--- config.mk ---
export PLATFORM = sky130hd
export DESIGN_NAME = sdp_y_core_chn_in_fifo_rsci
export DESIGN_NICKNAME = d
export VERILOG_FILES = /design/src/rtl/sdp_y_core_rsci_pkg.sv /design/src/rtl/sdp_y_core_rsci_fifo_mem.sv /design/src/rtl/sdp_y_core_chn_in_fifo_rsci.sv
export SDC_FILE = /design/constraint.sdc
export NUM_CORES = 1
export LEC_CHECK = 0
export ABC_AREA = 1
export CAP_MARGIN = 20
export CORE_ASPECT_RATIO = 1.2
export CORE_MARGIN = 4
export CORE_UTILIZATION = 45
export DETAILED_ROUTE_END_ITERATION = 10
export GPL_TIMING_DRIVEN = 0
export PLACE_DENSITY = 0.7
export SLEW_MARGIN = 20
export SYNTH_ARGS = -nofsm -noshare
export SYNTH_HDL_FRONTEND = slang
export SYNTH_SLANG_ARGS = --single-unit
--- constraint.sdc ---
create_clock -name nvdla_core_clk -period 6.7 [get_ports nvdla_core_clk]
set_clock_uncertainty 0.2 [all_clocks]
set_input_delay 2.01 -clock nvdla_core_clk [delete_from_list [all_inputs] [get_ports nvdla_core_clk]]
set_output_delay 2.01 -clock nvdla_core_clk [all_outputs]
set_load 0.01 [all_outputs]
--- src/rtl/sdp_y_core_rsci_pkg.sv ---
// Shared helpers and defaults for the SDP Y-core input-channel FIFO interface.
package sdp_y_core_rsci_pkg;

  localparam int unsigned DEF_WIDTH  = 128;
  localparam int unsigned DEF_DEPTH  = 4;
  localparam bit          DEF_BYPASS = 1'b1;

  function automatic int unsigned cnt_width(input int unsigned depth);
    return $clog2(depth + 1);
  endfunction

  // Explicit wrap so non-power-of-two depths index correctly.
  function automatic int unsigned ptr_inc(input int unsigned ptr, input int unsigned depth);
    return (ptr == depth - 1) ? 0 : ptr + 1;
  endfunction

endpackage

--- src/rtl/sdp_y_core_rsci_fifo_mem.sv ---
// DEPTH x WIDTH register array: one synchronous write port, one asynchronous read port, no reset.
module sdp_y_core_rsci_fifo_mem #(
  parameter int unsigned WIDTH = 128,
  parameter int unsigned DEPTH = 4,
  parameter int unsigned AW    = $clog2(DEPTH)
) (
  input  logic             nvdla_core_clk,
  input  logic             wr_en,
  input  logic [AW-1:0]    wr_addr,
  input  logic [WIDTH-1:0] wr_data,
  input  logic [AW-1:0]    rd_addr,
  output logic [WIDTH-1:0] rd_data
);

  logic [WIDTH-1:0] mem [DEPTH];

  always_ff @(posedge nvdla_core_clk) begin
    if (wr_en) begin
      mem[wr_addr] <= wr_data;
    end
  end

  assign rd_data = mem[rd_addr];

endmodule

--- src/rtl/sdp_y_core_chn_in_fifo_rsci.sv ---
// SDP Y-core input-channel interface: DEPTH-entry FIFO between the upstream
// valid/load channel and the core, with optional empty-bypass and flush.
module sdp_y_core_chn_in_fifo_rsci
  import sdp_y_core_rsci_pkg::*;
#(
  parameter int unsigned WIDTH  = DEF_WIDTH,
  parameter int unsigned DEPTH  = DEF_DEPTH,
  parameter bit          BYPASS = DEF_BYPASS
) (
  input  logic                          nvdla_core_clk,
  input  logic                          nvdla_core_rstn,
  input  logic [WIDTH-1:0]              chn_rsc_z,
  input  logic                          chn_rsc_vz,
  output logic                          chn_rsc_lz,
  input  logic                          chn_rsci_oswt,
  input  logic                          core_wen,
  input  logic                          chn_rsci_flush,
  output logic                          chn_rsci_bawt,
  output logic                          chn_rsci_wen_comp,
  output logic [WIDTH-1:0]              chn_rsci_d_mxwt,
  output logic [cnt_width(DEPTH)-1:0]   chn_rsci_cnt
);

  localparam int unsigned CW = cnt_width(DEPTH);
  localparam int unsigned PW = $clog2(DEPTH);

  logic [PW-1:0]    rd_ptr;
  logic [PW-1:0]    wr_ptr;
  logic [CW-1:0]    cnt;
  logic [WIDTH-1:0] rd_data;
  logic             full;
  logic             empty;
  logic             push;
  logic             pop;
  logic             pass_thru;
  logic             mem_we;
  logic             rd_adv;

  always_comb begin
    full  = (cnt == CW'(DEPTH));
    empty = (cnt == '0);

    chn_rsc_lz = ~full & ~chn_rsci_flush;

    if (empty) begin
      chn_rsci_bawt   = BYPASS ? chn_rsc_vz : 1'b0;
      chn_rsci_d_mxwt = BYPASS ? chn_rsc_z  : '0;
    end else begin
      chn_rsci_bawt   = 1'b1;
      chn_rsci_d_mxwt = rd_data;
    end

    push = chn_rsc_vz & chn_rsc_lz;
    pop  = chn_rsci_oswt & core_wen & chn_rsci_bawt;

    // An empty bypassed word consumed in the same cycle never touches storage.
    pass_thru = BYPASS && empty && push && pop;
    mem_we    = push & ~pass_thru;
    rd_adv    = pop & ~pass_thru;

    chn_rsci_wen_comp = ~chn_rsci_oswt | chn_rsci_bawt;
    chn_rsci_cnt      = cnt;
  end

  always_ff @(posedge nvdla_core_clk or negedge nvdla_core_rstn) begin
    if (!nvdla_core_rstn) begin
      cnt    <= '0;
      rd_ptr <= '0;
      wr_ptr <= '0;
    end else if (chn_rsci_flush) begin
      cnt    <= '0;
      rd_ptr <= '0;
      wr_ptr <= '0;
    end else begin
      if (mem_we) begin
        wr_ptr <= PW'(ptr_inc(32'(wr_ptr), DEPTH));
      end
      if (rd_adv) begin
        rd_ptr <= PW'(ptr_inc(32'(rd_ptr), DEPTH));
      end
      case ({mem_we, rd_adv})
        2'b10:   cnt <= cnt + CW'(1);
        2'b01:   cnt <= cnt - CW'(1);
        default: cnt <= cnt;
      endcase
    end
  end

  sdp_y_core_rsci_fifo_mem #(
    .WIDTH (WIDTH),
    .DEPTH (DEPTH),
    .AW    (PW)
  ) u_mem (
    .nvdla_core_clk (nvdla_core_clk),
    .wr_en          (mem_we),
    .wr_addr        (wr_ptr),
    .wr_data        (chn_rsc_z),
    .rd_addr        (rd_ptr),
    .rd_data        (rd_data)
  );

endmodule

==> out/qor.yml, run 1 <==
outcome:
  status: "complete, no violations"
synthesis:
  yosys_warnings: 0
  netlist.area_leader.share_pct: 73.0
  ys_types: 27
  synth.area.top_cells: "edfxtp_1 (73%), nor2_1 (12%), a31oi_1 (3.8%), o21ai_0 (3.6%), o21ai_1 (2.6%)"
  ys_seq_area_share_pct: 73.8
  yosysTopAreaCell: "edfxtp_1"
  ys_ff_latch: 519
  syn_inst: 1726
  avgSynthCellArea_um2: 12.2
  synth_fp_nets: 1865
  netlist_area_um2: 21100
routing:
  vias: 14800
  drt-total-wl_um: 57900
  detail_route.vias_per_cell: 5.40
  wl_per_cell_um: 21.2
  first_pass_iters: 5
  drt_iter0_drc: 1260
  drc: 0
  antenna_left: 0
power:
  peakVddDrop_mv: 0.242
  combPwrFrac_pct: 24.2
  p_leak_nw: 9.16
  swShare_pct: 28.1
  power_density_nw_per_um2: 321
  p_switching_mw: 2.42
  pwr-share-clk_pct: 33.0
  power.internal_mw: 6.20
  pwr-share-seq_pct: 42.8
timing:
  finalCritPeriodShare_pct: 87.1
  hold_viol_final: 0
  tns_ns: 0
  fmax_mhz: 171
  timing.hold.ws_ns: 0.408
  rsz0062_at_grt: "no"
  fin_ws_ns: 0.861
  finalCriticalPeriod_ns: 5.84
  finalSetupViolCount: 0
  worst_pin_slew_ns: 0.790
  slew_violations: 0
  relSlewSlack_pct: 47.2
clock_network:
  htree_num_levels: 2
  path_clk_slew_ns: 0.06
  cts.sinks: 519
  ctsLongestPathBuffers: 3
  post_cts_buffers: 0
  tritoncts: "yes"
  insertion_delay_ns: 0.58
  clock-root-buffer: "clkbuf_16"
  post_cts_resized: 0
  cts_hold_buf: 0
  cts_made_buffers: 50
worst_hold_path:
  hold_end: "wr_ptr[1]"
  hp-class: "reg -> reg"
  hold_path_depth: 2
  min_from: "wr_ptr[1]"
global_route:
  grt_max_degree: 24
  antenna_found_initial: 3
  grt_usage_pct: 22.5
  grt_pass1_wl_um: 87100
  grt_pass1_vias: 15000
  overflow: 0
critical_path:
  regToRegSetupSlack_ns: 3.56
  path_class: "in -> out"
  r2r_cells: 10
  arrival_ns: 3.63
  critPathMaxFanout: 5
  r2r-start: "chn_rsci_cnt[0]"
  path_cells: "clkdlybuf4s50_1, nor2_1, a31oi_1, clkdlybuf4s50_1"
  cp.required_ns: 4.49
  slowest_stage: "clkdlybuf4s50_1"
  r2r-end: "u_mem.mem[3][49]"
  endpoint_kind: "output pin"
  cpMostUsedCell: "clkdlybuf4s50_1"
  crit_path_max_incr_delay_ns: 0.62
  worst_setup_path_start_kind: "input port"
layout:
  layout-drive-gt1-share_pct: 9.32
  finalNetCount: 2211
  final_area_um2: 26800
  areaGrowthSynthToFinish_pct: 27.4
  multi_input_area_um2: 4820
  final_core_util_pct: 58.2
  regArea_um2: 15500
  nFillCells: 3629
floorplan:
  start_util_pct: 45.6
  die_x_um: 206
  die_h_um: 245
  io_pins: 268
  core_area_um2: 46200
  fp-row-count: 86
  die_area_um2: 50400
placement:
  preCtsSetupSlack_ns: 0.930
  gp_congestion: 0.798
  dpl_cell_area_um2: 25200
  portBuffers: 267
  hpwl_um: 37300
run:
  maxCapViolCount: 0
## kinds of logic (layout without fill, tap and decap cells)
| kind of cell | Yosys count | after routing | share of synthesized area [%] |
|---|---|---|---|
| compound gates | 390 | 390 | 10.0 |
| xor+xnor | 2 | 2 | 0.0832 |
| other cells | 0 | 4 | 0 |
| simple gates | 677 | 677 | 12.3 |
| flops | 519 | 519 | 73.8 |
| fa+ha+maj | 5 | 5 | 0.333 |
| buf+inv | 133 | 520 | 3.46 |
## worst max-delay path: cells and delay by family
| family | cells | cell delay (ns) |
|---|---|---|
| buffers and inverters | 2 | 1.20 |
| and+or+nand+nor | 1 | 0.08 |
| AOI/OAI and AO/OA | 1 | 0.33 |
## through the flow
stage	total power, mW	instances
2_1_floorplan	4.79	1726
3_3_place_gp	5.82	2609
3_5_place_dp	5.84	2636
4_1_cts	8.67	2729
5_1_grt	8.98	2730
6_report	8.62	2733
## power groups by stage
| stage | Sequential [mW] | Clock [mW] | Combinational (mW) |
|---|---|---|---|
| floorplan | 3.77 | 0 | 1.02 |
| global placement | 3.79 | 0 | 2.03 |
| detailed placement | 3.76 | 0 | 2.09 |
| CTS | 3.69 | 2.88 | 2.10 |
| global route | 3.69 | 3.02 | 2.27 |
| finish | 3.69 | 2.84 | 2.09 |
## sequential cells by signal, summed over array words and instances (netlist names)
| register | count |
|---|---|
| u_mem.mem | 512 |
| chn_rsci_cnt | 3 |
| rd_ptr | 2 |
| wr_ptr | 2 |
## cell usage after synthesis, drive strengths merged
cell,count
dfrtp,7
xor2,1
ha,4
xnor2,1
a21oi,2
buf,81
nand2,17
clkbuf,33
nor2,648
clkinv,1
nand4,4
fa,1
edfxtp,512
o21ai,260
nand3,8
inv,18
a31oi,128
## cells in the final DEF, fill, tap and decap left out, types with 2 or more instances in the layout
| cell | netlist | final |
|---|---|---|
| dfrtp_1 | 7 | 7 |
| clkbuf_16 | 0 | 53 |
| o21ai_1 | 109 | 109 |
| edfxtp_1 | 512 | 512 |
| clkdlybuf4s50_1 | 0 | 267 |
| clkbuf_8 | 0 | 3 |
| clkbuf_2 | 10 | 10 |
| a31oi_1 | 128 | 128 |
| bufinv_16 | 0 | 5 |
| nand2_1 | 14 | 14 |
| buf_12 | 0 | 14 |
| clkbuf_1 | 23 | 37 |
| buf_1 | 3 | 3 |
| o21ai_0 | 151 | 151 |
| nand4_1 | 4 | 4 |
| ha_1 | 4 | 4 |
| clkinv_1 | 0 | 8 |
| buf_4 | 35 | 35 |
| diode_2 | 0 | 4 |
| buf_2 | 38 | 38 |
| nand3_1 | 7 | 7 |
| nor2_4 | 1 | 5 |
| nand2_2 | 2 | 2 |
| nor2_1 | 647 | 643 |
| inv_1 | 17 | 17 |
| buf_6 | 5 | 5 |
| clkinv_2 | 1 | 9 |
| buf_16 | 0 | 13 |
| a21oi_1 | 2 | 2 |
## how the worst max path moves through the flow
stage,end,startpoint,cells past startpoint
finish,chn_rsci_d_mxwt[127],chn_rsc_z[127],4
floorplan,u_mem.mem[0][0],chn_rsci_flush,5
detailed placement,chn_rsci_d_mxwt[97],chn_rsc_z[97],4
global route,chn_rsci_d_mxwt[33],chn_rsc_z[33],4
CTS,chn_rsci_d_mxwt[97],chn_rsc_z[97],4
global placement,u_mem.mem[3][58],chn_rsci_flush,6
## area by class of cell
class                      count  share of cell area, %
sequential                   519                   57.9
buffer                       114                   2.45
antenna                        4                 0.0373
tap                          616                   2.87
multi-input combinational   1074                   17.9
clock inverter                23                  0.881
timing repair buffer         294                   12.3
inverter                      19                  0.270
clock buffer                  70                   5.29
## routing by layer
metal | vias to the layer above | track usage (%) | share of wire (%)
met4 | 0 | 6.27 | 2.2
li1 | 6875 | - | -
met3 | 88 | 5.15 | 7.4
met1 | 7232 | 29.8 | 41
met5 | - | 0 | 0
met2 | 566 | 37.5 | 50
No activity file was read; power rests on OpenSTA's default activity.
==> inputs of run 2 (changes only) <==
Settings changed: TNS_END_PERCENT set to 20.
==> results of run 2 <==
Final layout, timing and power as in run 1 (identical DEF).
